### config.mk
export PLATFORM = sky130hd
export DESIGN_NAME = fwd_operand_stage_flat
export DESIGN_NICKNAME = d
export VERILOG_FILES = /design/src/rtl/fwd_pkg.sv /design/src/rtl/fwd_if.sv /design/src/rtl/fwd_select.sv /design/src/rtl/fwd_operand_stage.sv /design/src/flat_wrapper.sv
export SDC_FILE = /design/constraint.sdc
export NUM_CORES = 1
export LEC_CHECK = 0
export CAP_MARGIN = 20
export CORE_ASPECT_RATIO = 2
export CORE_MARGIN = 3
export CORE_UTILIZATION = 41
export CTS_CLUSTER_SIZE = 12
export DETAILED_ROUTE_END_ITERATION = 8
export PLACE_DENSITY = 0.81
export SYNTH_ARGS = -nofsm -noshare
export SYNTH_HDL_FRONTEND = slang
export SYNTH_HIERARCHICAL = 1
export SYNTH_SLANG_ARGS = --single-unit
export TNS_END_PERCENT = 50
### constraint.sdc
create_clock -name Clk -period 3.33 [get_ports Clk]
set_input_delay 0.666 -clock Clk [delete_from_list [all_inputs] [get_ports Clk]]
set_output_delay 0.666 -clock Clk [all_outputs]
set_load 0.05 [all_outputs]
### src/rtl/fwd_pkg.sv
// fwd_pkg: shared widths, select-code type and clog2 helper for the operand-forwarding stage.
package fwd_pkg;
    localparam int DATA_W_DEF = 32;
    localparam int ADDR_W_DEF = 5;
    localparam int NUM_SRC_DEF = 2;
    function automatic int clog2(input int n);
        int r = 0;
        while ((1 << r) < n) r++;
        return r;
    endfunction
    // Select codes: 0 = register file, i+1 = forwarding source i.
    localparam int SEL_W = clog2(NUM_SRC_DEF + 1);
    typedef logic [SEL_W-1:0] fwd_sel_t;
    localparam fwd_sel_t SEL_RF = '0;
endpackage

### src/rtl/fwd_if.sv
// fwd_if: request/writer inputs and registered-operand outputs of the forwarding stage.
interface fwd_if #(
    parameter int DATA_W  = fwd_pkg::DATA_W_DEF,
    parameter int ADDR_W  = fwd_pkg::ADDR_W_DEF,
    parameter int NUM_SRC = fwd_pkg::NUM_SRC_DEF
);
    import fwd_pkg::*;
    logic                      in_valid;
    logic                      in_ready;
    logic [ADDR_W-1:0]         rs_addr;
    logic [ADDR_W-1:0]         rt_addr;
    logic [DATA_W-1:0]         rs_data;
    logic [DATA_W-1:0]         rt_data;
    logic [NUM_SRC-1:0]        wr_en;
    logic [NUM_SRC-1:0]        wr_pend;
    logic [NUM_SRC*ADDR_W-1:0] wr_addr;
    logic [NUM_SRC*DATA_W-1:0] wr_data;
    logic                      out_valid;
    logic                      out_ready;
    logic [DATA_W-1:0]         opA;
    logic [DATA_W-1:0]         opB;
    fwd_sel_t                  selA;
    fwd_sel_t                  selB;
    modport master (
        output in_valid, rs_addr, rt_addr, rs_data, rt_data, wr_en, wr_pend, wr_addr, wr_data, out_ready,
        input  in_ready, out_valid, opA, opB, selA, selB
    );
    modport slave (
        input  in_valid, rs_addr, rt_addr, rs_data, rt_data, wr_en, wr_pend, wr_addr, wr_data, out_ready,
        output in_ready, out_valid, opA, opB, selA, selB
    );
endinterface

### src/rtl/fwd_select.sv
// fwd_select: combinational priority matcher for one operand; lowest-index matching writer wins.
module fwd_select
    import fwd_pkg::*;
#(
    parameter int DATA_W  = DATA_W_DEF,
    parameter int ADDR_W  = ADDR_W_DEF,
    parameter int NUM_SRC = NUM_SRC_DEF
) (
    input  logic [ADDR_W-1:0]         addr,
    input  logic [DATA_W-1:0]         rfData,
    input  logic [NUM_SRC-1:0]        wrEn,
    input  logic [NUM_SRC-1:0]        wrPend,
    input  logic [NUM_SRC*ADDR_W-1:0] wrAddr,
    input  logic [NUM_SRC*DATA_W-1:0] wrData,
    output fwd_sel_t                  sel,
    output logic [DATA_W-1:0]         data,
    output logic                      pend
);
    // Scan oldest to youngest so the youngest match overwrites; r0 is never forwarded.
    always_comb begin
        sel = SEL_RF;
        data = rfData;
        pend = 1'b0;
        for (int i = NUM_SRC - 1; i >= 0; i--) begin
            if (wrEn[i] && wrAddr[i*ADDR_W +: ADDR_W] == addr && addr != '0) begin
                sel = fwd_sel_t'(i + 1);
                data = wrData[i*DATA_W +: DATA_W];
                pend = wrPend[i];
            end
        end
    end
endmodule

### src/rtl/fwd_operand_stage.sv
// fwd_operand_stage: forwards both ALU operands, stalls on load-use, registers them behind valid/ready.
// Optional FWD_STATS_EN adds saturating fwd_cnt / stall_cnt outputs.
module fwd_operand_stage
    import fwd_pkg::*;
#(
    parameter int DATA_W  = DATA_W_DEF,
    parameter int ADDR_W  = ADDR_W_DEF,
    parameter int NUM_SRC = NUM_SRC_DEF
) (
    input  logic        Clk,
    input  logic        Rst,
    fwd_if.slave        bus
`ifdef FWD_STATS_EN
    ,
    output logic [15:0] fwd_cnt,
    output logic [15:0] stall_cnt
`endif
);
    fwd_sel_t          nxtSelA, nxtSelB;
    logic [DATA_W-1:0] nxtA, nxtB;
    logic              pendA, pendB, hazard, capture;
    fwd_select #(.DATA_W(DATA_W), .ADDR_W(ADDR_W), .NUM_SRC(NUM_SRC)) selRs (
        .addr(bus.rs_addr), .rfData(bus.rs_data), .wrEn(bus.wr_en), .wrPend(bus.wr_pend),
        .wrAddr(bus.wr_addr), .wrData(bus.wr_data), .sel(nxtSelA), .data(nxtA), .pend(pendA)
    );
    fwd_select #(.DATA_W(DATA_W), .ADDR_W(ADDR_W), .NUM_SRC(NUM_SRC)) selRt (
        .addr(bus.rt_addr), .rfData(bus.rt_data), .wrEn(bus.wr_en), .wrPend(bus.wr_pend),
        .wrAddr(bus.wr_addr), .wrData(bus.wr_data), .sel(nxtSelB), .data(nxtB), .pend(pendB)
    );
    assign hazard = pendA || pendB;
    assign bus.in_ready = (!bus.out_valid || bus.out_ready) && !hazard;
    assign capture = bus.in_valid && bus.in_ready;
    always_ff @(posedge Clk or posedge Rst) begin
        if (Rst) begin
            bus.out_valid <= 1'b0;
            bus.opA <= '0;
            bus.opB <= '0;
            bus.selA <= SEL_RF;
            bus.selB <= SEL_RF;
        end else if (capture) begin
            bus.out_valid <= 1'b1;
            bus.opA <= nxtA;
            bus.opB <= nxtB;
            bus.selA <= nxtSelA;
            bus.selB <= nxtSelB;
        end else if (bus.out_ready) begin
            bus.out_valid <= 1'b0;
        end
    end
`ifdef FWD_STATS_EN
    logic [1:0]  fwdInc;
    logic [16:0] fwdSum;
    assign fwdInc = capture ? {1'b0, nxtSelA != SEL_RF} + {1'b0, nxtSelB != SEL_RF} : 2'd0;
    assign fwdSum = {1'b0, fwd_cnt} + {15'd0, fwdInc};
    always_ff @(posedge Clk or posedge Rst) begin
        if (Rst) begin
            fwd_cnt <= '0;
            stall_cnt <= '0;
        end else begin
            fwd_cnt <= fwdSum[16] ? 16'hFFFF : fwdSum[15:0];
            if (bus.in_valid && hazard && stall_cnt != 16'hFFFF) stall_cnt <= stall_cnt + 16'd1;
        end
    end
`endif
endmodule

### src/flat_wrapper.sv
// flat-port wrapper written by rule: the top's interface ports become plain ports
module fwd_operand_stage_flat import fwd_pkg::*;
#(
    parameter int DATA_W  = DATA_W_DEF,
    parameter int ADDR_W  = ADDR_W_DEF,
    parameter int NUM_SRC = NUM_SRC_DEF
)
  (Clk, Rst, bus_in_valid, bus_rs_addr, bus_rt_addr, bus_rs_data, bus_rt_data, bus_wr_en, bus_wr_pend, bus_wr_addr, bus_wr_data, bus_out_ready, bus_in_ready, bus_out_valid, bus_opA, bus_opB, bus_selA, bus_selB);
  fwd_if #(.DATA_W(DATA_W), .ADDR_W(ADDR_W), .NUM_SRC(NUM_SRC)) bus_i ();
  input  logic Clk;
  input  logic Rst;
  input wire logic [$bits(bus_i.in_valid)-1:0] bus_in_valid;
  input wire logic [$bits(bus_i.rs_addr)-1:0] bus_rs_addr;
  input wire logic [$bits(bus_i.rt_addr)-1:0] bus_rt_addr;
  input wire logic [$bits(bus_i.rs_data)-1:0] bus_rs_data;
  input wire logic [$bits(bus_i.rt_data)-1:0] bus_rt_data;
  input wire logic [$bits(bus_i.wr_en)-1:0] bus_wr_en;
  input wire logic [$bits(bus_i.wr_pend)-1:0] bus_wr_pend;
  input wire logic [$bits(bus_i.wr_addr)-1:0] bus_wr_addr;
  input wire logic [$bits(bus_i.wr_data)-1:0] bus_wr_data;
  input wire logic [$bits(bus_i.out_ready)-1:0] bus_out_ready;
  output wire logic [$bits(bus_i.in_ready)-1:0] bus_in_ready;
  output wire logic [$bits(bus_i.out_valid)-1:0] bus_out_valid;
  output wire logic [$bits(bus_i.opA)-1:0] bus_opA;
  output wire logic [$bits(bus_i.opB)-1:0] bus_opB;
  output wire logic [$bits(bus_i.selA)-1:0] bus_selA;
  output wire logic [$bits(bus_i.selB)-1:0] bus_selB;
  assign bus_i.in_valid = bus_in_valid;
  assign bus_i.rs_addr = bus_rs_addr;
  assign bus_i.rt_addr = bus_rt_addr;
  assign bus_i.rs_data = bus_rs_data;
  assign bus_i.rt_data = bus_rt_data;
  assign bus_i.wr_en = bus_wr_en;
  assign bus_i.wr_pend = bus_wr_pend;
  assign bus_i.wr_addr = bus_wr_addr;
  assign bus_i.wr_data = bus_wr_data;
  assign bus_i.out_ready = bus_out_ready;
  assign bus_in_ready = bus_i.in_ready;
  assign bus_out_valid = bus_i.out_valid;
  assign bus_opA = bus_i.opA;
  assign bus_opB = bus_i.opB;
  assign bus_selA = bus_i.selA;
  assign bus_selB = bus_i.selB;
  fwd_operand_stage #(.DATA_W(DATA_W), .ADDR_W(ADDR_W), .NUM_SRC(NUM_SRC)) u_core (.Clk(Clk), .Rst(Rst), .bus(bus_i));
endmodule
==> load_flow_metrics.sql <==
INSERT INTO impl_metrics (metric_group, metric, value, unit) VALUES
('outcome', 'status', 'completed', ''),
('layout', 'layout.filler_cells', '880', ''),
('synth', 'async_set_or_reset_flop_fraction_in_the_synthesized_netlist', '1.00', ''),
('layout', 'final_design_area_no_fill', '7400', 'um^2'),
('synth', 'ys.warnings.count', '6', ''),
('critical_path', 'type_of_destination_of_the_critical_path', 'output pin', ''),
('clocking', 'cts_root_buf', 'clkbuf_16', ''),
('layout', 'most-common-layout-cells', '216 x clkdlybuf4s50_1, 69 x dfrtp_1, 66 x nor3_1', ''),
('clocking', 'tritoncts_clock_tree', 'done', ''),
('sta', 'achievable-frequency', '305', 'MHz'),
('critical_path', 'cp.required', '2.66', 'ns'),
('clocking', 'cts-htree-levels', '3', ''),
('synth', 'syn_avg_cell_area', '9.20', 'um^2'),
('floorplanning', 'die_height', '155', 'um'),
('critical_path', 'slowest_delay', '0.58', 'ns'),
('power', 'power.total', '3.69', 'mW'),
('synth', 'syn-instance-count', '496', ''),
('sta', 'slew_violations', '0', ''),
('critical_path', 'critPathSlowestCell', 'or4_4', ''),
('layout', 'ratio_of_cells_with_drive_above_1_in_the_final_layout', '0.186', ''),
('layout', 'fin_nets', '873', ''),
('clocking', 'cts.sinks', '69', ''),
('floorplanning', 'io-pin-count', '226', ''),
('synth', 'synth.ff_latch_count', '69', ''),
('synth', 'seq_area_frac_synth', '0.378', ''),
('power', 'p_per_area', '499', 'nW/um^2'),
('clocking', 'clk_latency', '0.32', 'ns'),
('power', 'static-leakage-power', '2.76', 'nW'),
('critical_path', 'critical-path-top-delay-family', 'simple AND/OR/NAND/NOR gates', ''),
('sta', 'finalHoldViolCount', '0', ''),
('clocking', 'cts_buffers', '9', ''),
('floorplanning', 'core_region_area', '10700', 'um^2'),
('global_routing', 'maximum_number_of_pins_on_one_net_before_global_route_repair', '40', ''),
('clocking', 'holdBufCountCts', '0', ''),
('global_routing', 'grt_use_total', '0.312', ''),
('critical_path', 'startpoint_type', 'primary input', ''),
('detailed_routing', 'viasPerCell', '6.29', ''),
('sta', 'worst_clock_skew', '0.00866', 'ns'),
('sta', 'final_hold_slack', '0.500', 'ns'),
('critical_path', 'critical_path.cell_chain', 'dlygate4sd2_1 > or4_4 > o211a_1 > and3_4 > mux2_4 > nor2_4 > and2_4 > buf_12', ''),
('detailed_routing', 'routed_wl', '19500', 'um'),
('global_routing', 'grt-ovfl-total', '0', ''),
('detailed_routing', 'detail_route.wl_per_cell', '22.8', 'um'),
('min_path', 'min_path_type', 'reg2reg', ''),
('sta', 'period_needed', '3.27', 'ns'),
('floorplanning', 'initial_utilization', '0.428', ''),
('clocking', 'clockBufferDepth', '2', ''),
('detailed_routing', 'dr_total_vias', '5392', ''),
('job', 'max-cap-violations', '0', ''),
('min_path', 'timing.hold.worst.start', 'u_core/bus.opB[0]', ''),
('sta', 'min_period_over_period', '0.983', ''),
('critical_path', 'rrSetupSlack', '1.95', 'ns'),
('detailed_routing', 'antenna_violating_nets_remaining', '0', ''),
('place', 'placedCellCount', '838', ''),
('layout', 'layout.cells.most_common', 'clkdlybuf4s50_1', ''),
('place', 'post-place-ws', '-0.206', 'ns'),
('place', 'place_area', '7070', 'um^2'),
('sta', 'timing.slew.headroom', '0.545', ''),
('critical_path', 'timing.rr.end', 'u_core/bus.opA[31]', ''),
('power', 'vdd.ir_drop.worst', '0.000397', 'V'),
('sta', 'postLayoutSetupSlackWorst', '0.0565', 'ns'),
('min_path', 'holdPathEnd', 'u_core/bus.opB[0]', ''),
('place', 'routabilityCongestion', '0.929', ''),
('layout', 'ff_latch_area', '1730', 'um^2'),
('critical_path', 'crit_type', 'in2out', ''),
('synth', 'yosys_most_used_dff', 'dfrtp_1', ''),
('detailed_routing', 'dr.first_iter.drc_count', '504', ''),
('floorplanning', 'row_count', '53', ''),
('place', 'detailedPlacementHpwl', '13900', 'um'),
('floorplanning', 'die-area', '12500', 'um^2'),
('synth', 'synth_enable_flop_cells', '0', '');
sequential cells by signal, indices dropped and copies added, names as in the netlist:
register              flops
u_core/bus.opA           32
u_core/bus.opB           32
u_core/bus.selA           2
u_core/bus.selB           2
u_core/bus.out_valid      1
layout make-up:
| class | count | area share |
|---|---|---|
| Multi-Input combinational cell | 371 | 0.352 |
| Timing Repair Buffer | 263 | 0.352 |
| Sequential cell | 69 | 0.233 |
| Clock buffer | 12 | 0.0333 |
| Tap cell | 137 | 0.0232 |
| Clock inverter | 2 | 0.00473 |
| Inverter | 3 | 0.00152 |
layer usage:
metal | GRT usage | up-vias | part of all wire
met5 | 0 | - | 0
met4 | 0.252 | 0 | 0.083
met3 | 0.0614 | 140 | 0.089
met2 | 0.536 | 454 | 0.52
met1 | 0.315 | 2478 | 0.31
li1 | - | 2320 | -
worst max-delay path by stage:
stage | start | to | depth (start not counted)
floorplan | bus_rt_addr[2] | bus_in_ready | 7
global placement | bus_rt_addr[2] | bus_in_ready | 8
detailed placement | bus_rt_addr[2] | bus_in_ready | 8
CTS | bus_rt_addr[2] | bus_in_ready | 8
global route | bus_rs_addr[1] | bus_in_ready | 8
finish | bus_rs_addr[1] | bus_in_ready | 8
repair_timing:
item	in CTS	in global routing
resized for setup	12	1
endpoints found under the setup margin	1	1
setup buffers	4	1
pin swaps	5	3
where the power goes:
part	leakage, nW	internal (mW)	switching, mW
Combinational	1.80	0.678	0.998
Sequential	0.815	0.998	0.0935
Clock	0.139	0.591	0.332
Total	2.76	2.27	1.42
kinds of logic (layout without fill, tap and decap cells):
family          after synthesis  in the layout  share of synthesized area
simple gates                147            147                      0.169
flops                        69             69                      0.378
mux                          70             70                      0.180
compound gates              134            134                      0.173
xor+xnor                     20             20                     0.0384
buf+inv                      56            280                     0.0606
cell usage after synthesis (4+ instances only):
| cell | instances | area (um^2) |
|---|---|---|
| buf_2 | 15 | 75.1 |
| a31oi_1 | 64 | 400 |
| mux2_2 | 61 | 687 |
| xnor2_1 | 20 | 175 |
| o21ai_1 | 14 | 70.1 |
| dfrtp_1 | 69 | 1730 |
| mux2_4 | 9 | 135 |
| buf_4 | 8 | 60.1 |
| o21ai_0 | 50 | 250 |
| o211ai_2 | 4 | 50.1 |
| nor3_1 | 66 | 330 |
| clkbuf_1 | 26 | 97.6 |
| nand4_1 | 4 | 25.0 |
| nand3_1 | 64 | 320 |
stage by stage:
| stage | utilization | setup TNS (ns) |
|---|---|---|
| final | 0.693 | 0 |
| after floorplan | - | 0 |
| after global routing | 0.693 | 0 |
| after detailed placement | 0.662 | -3.64 |
| after CTS | 0.692 | 0 |
| after global placement | 0.662 | -1.77 |
Note: power is estimated with default switching activity, not from simulation.
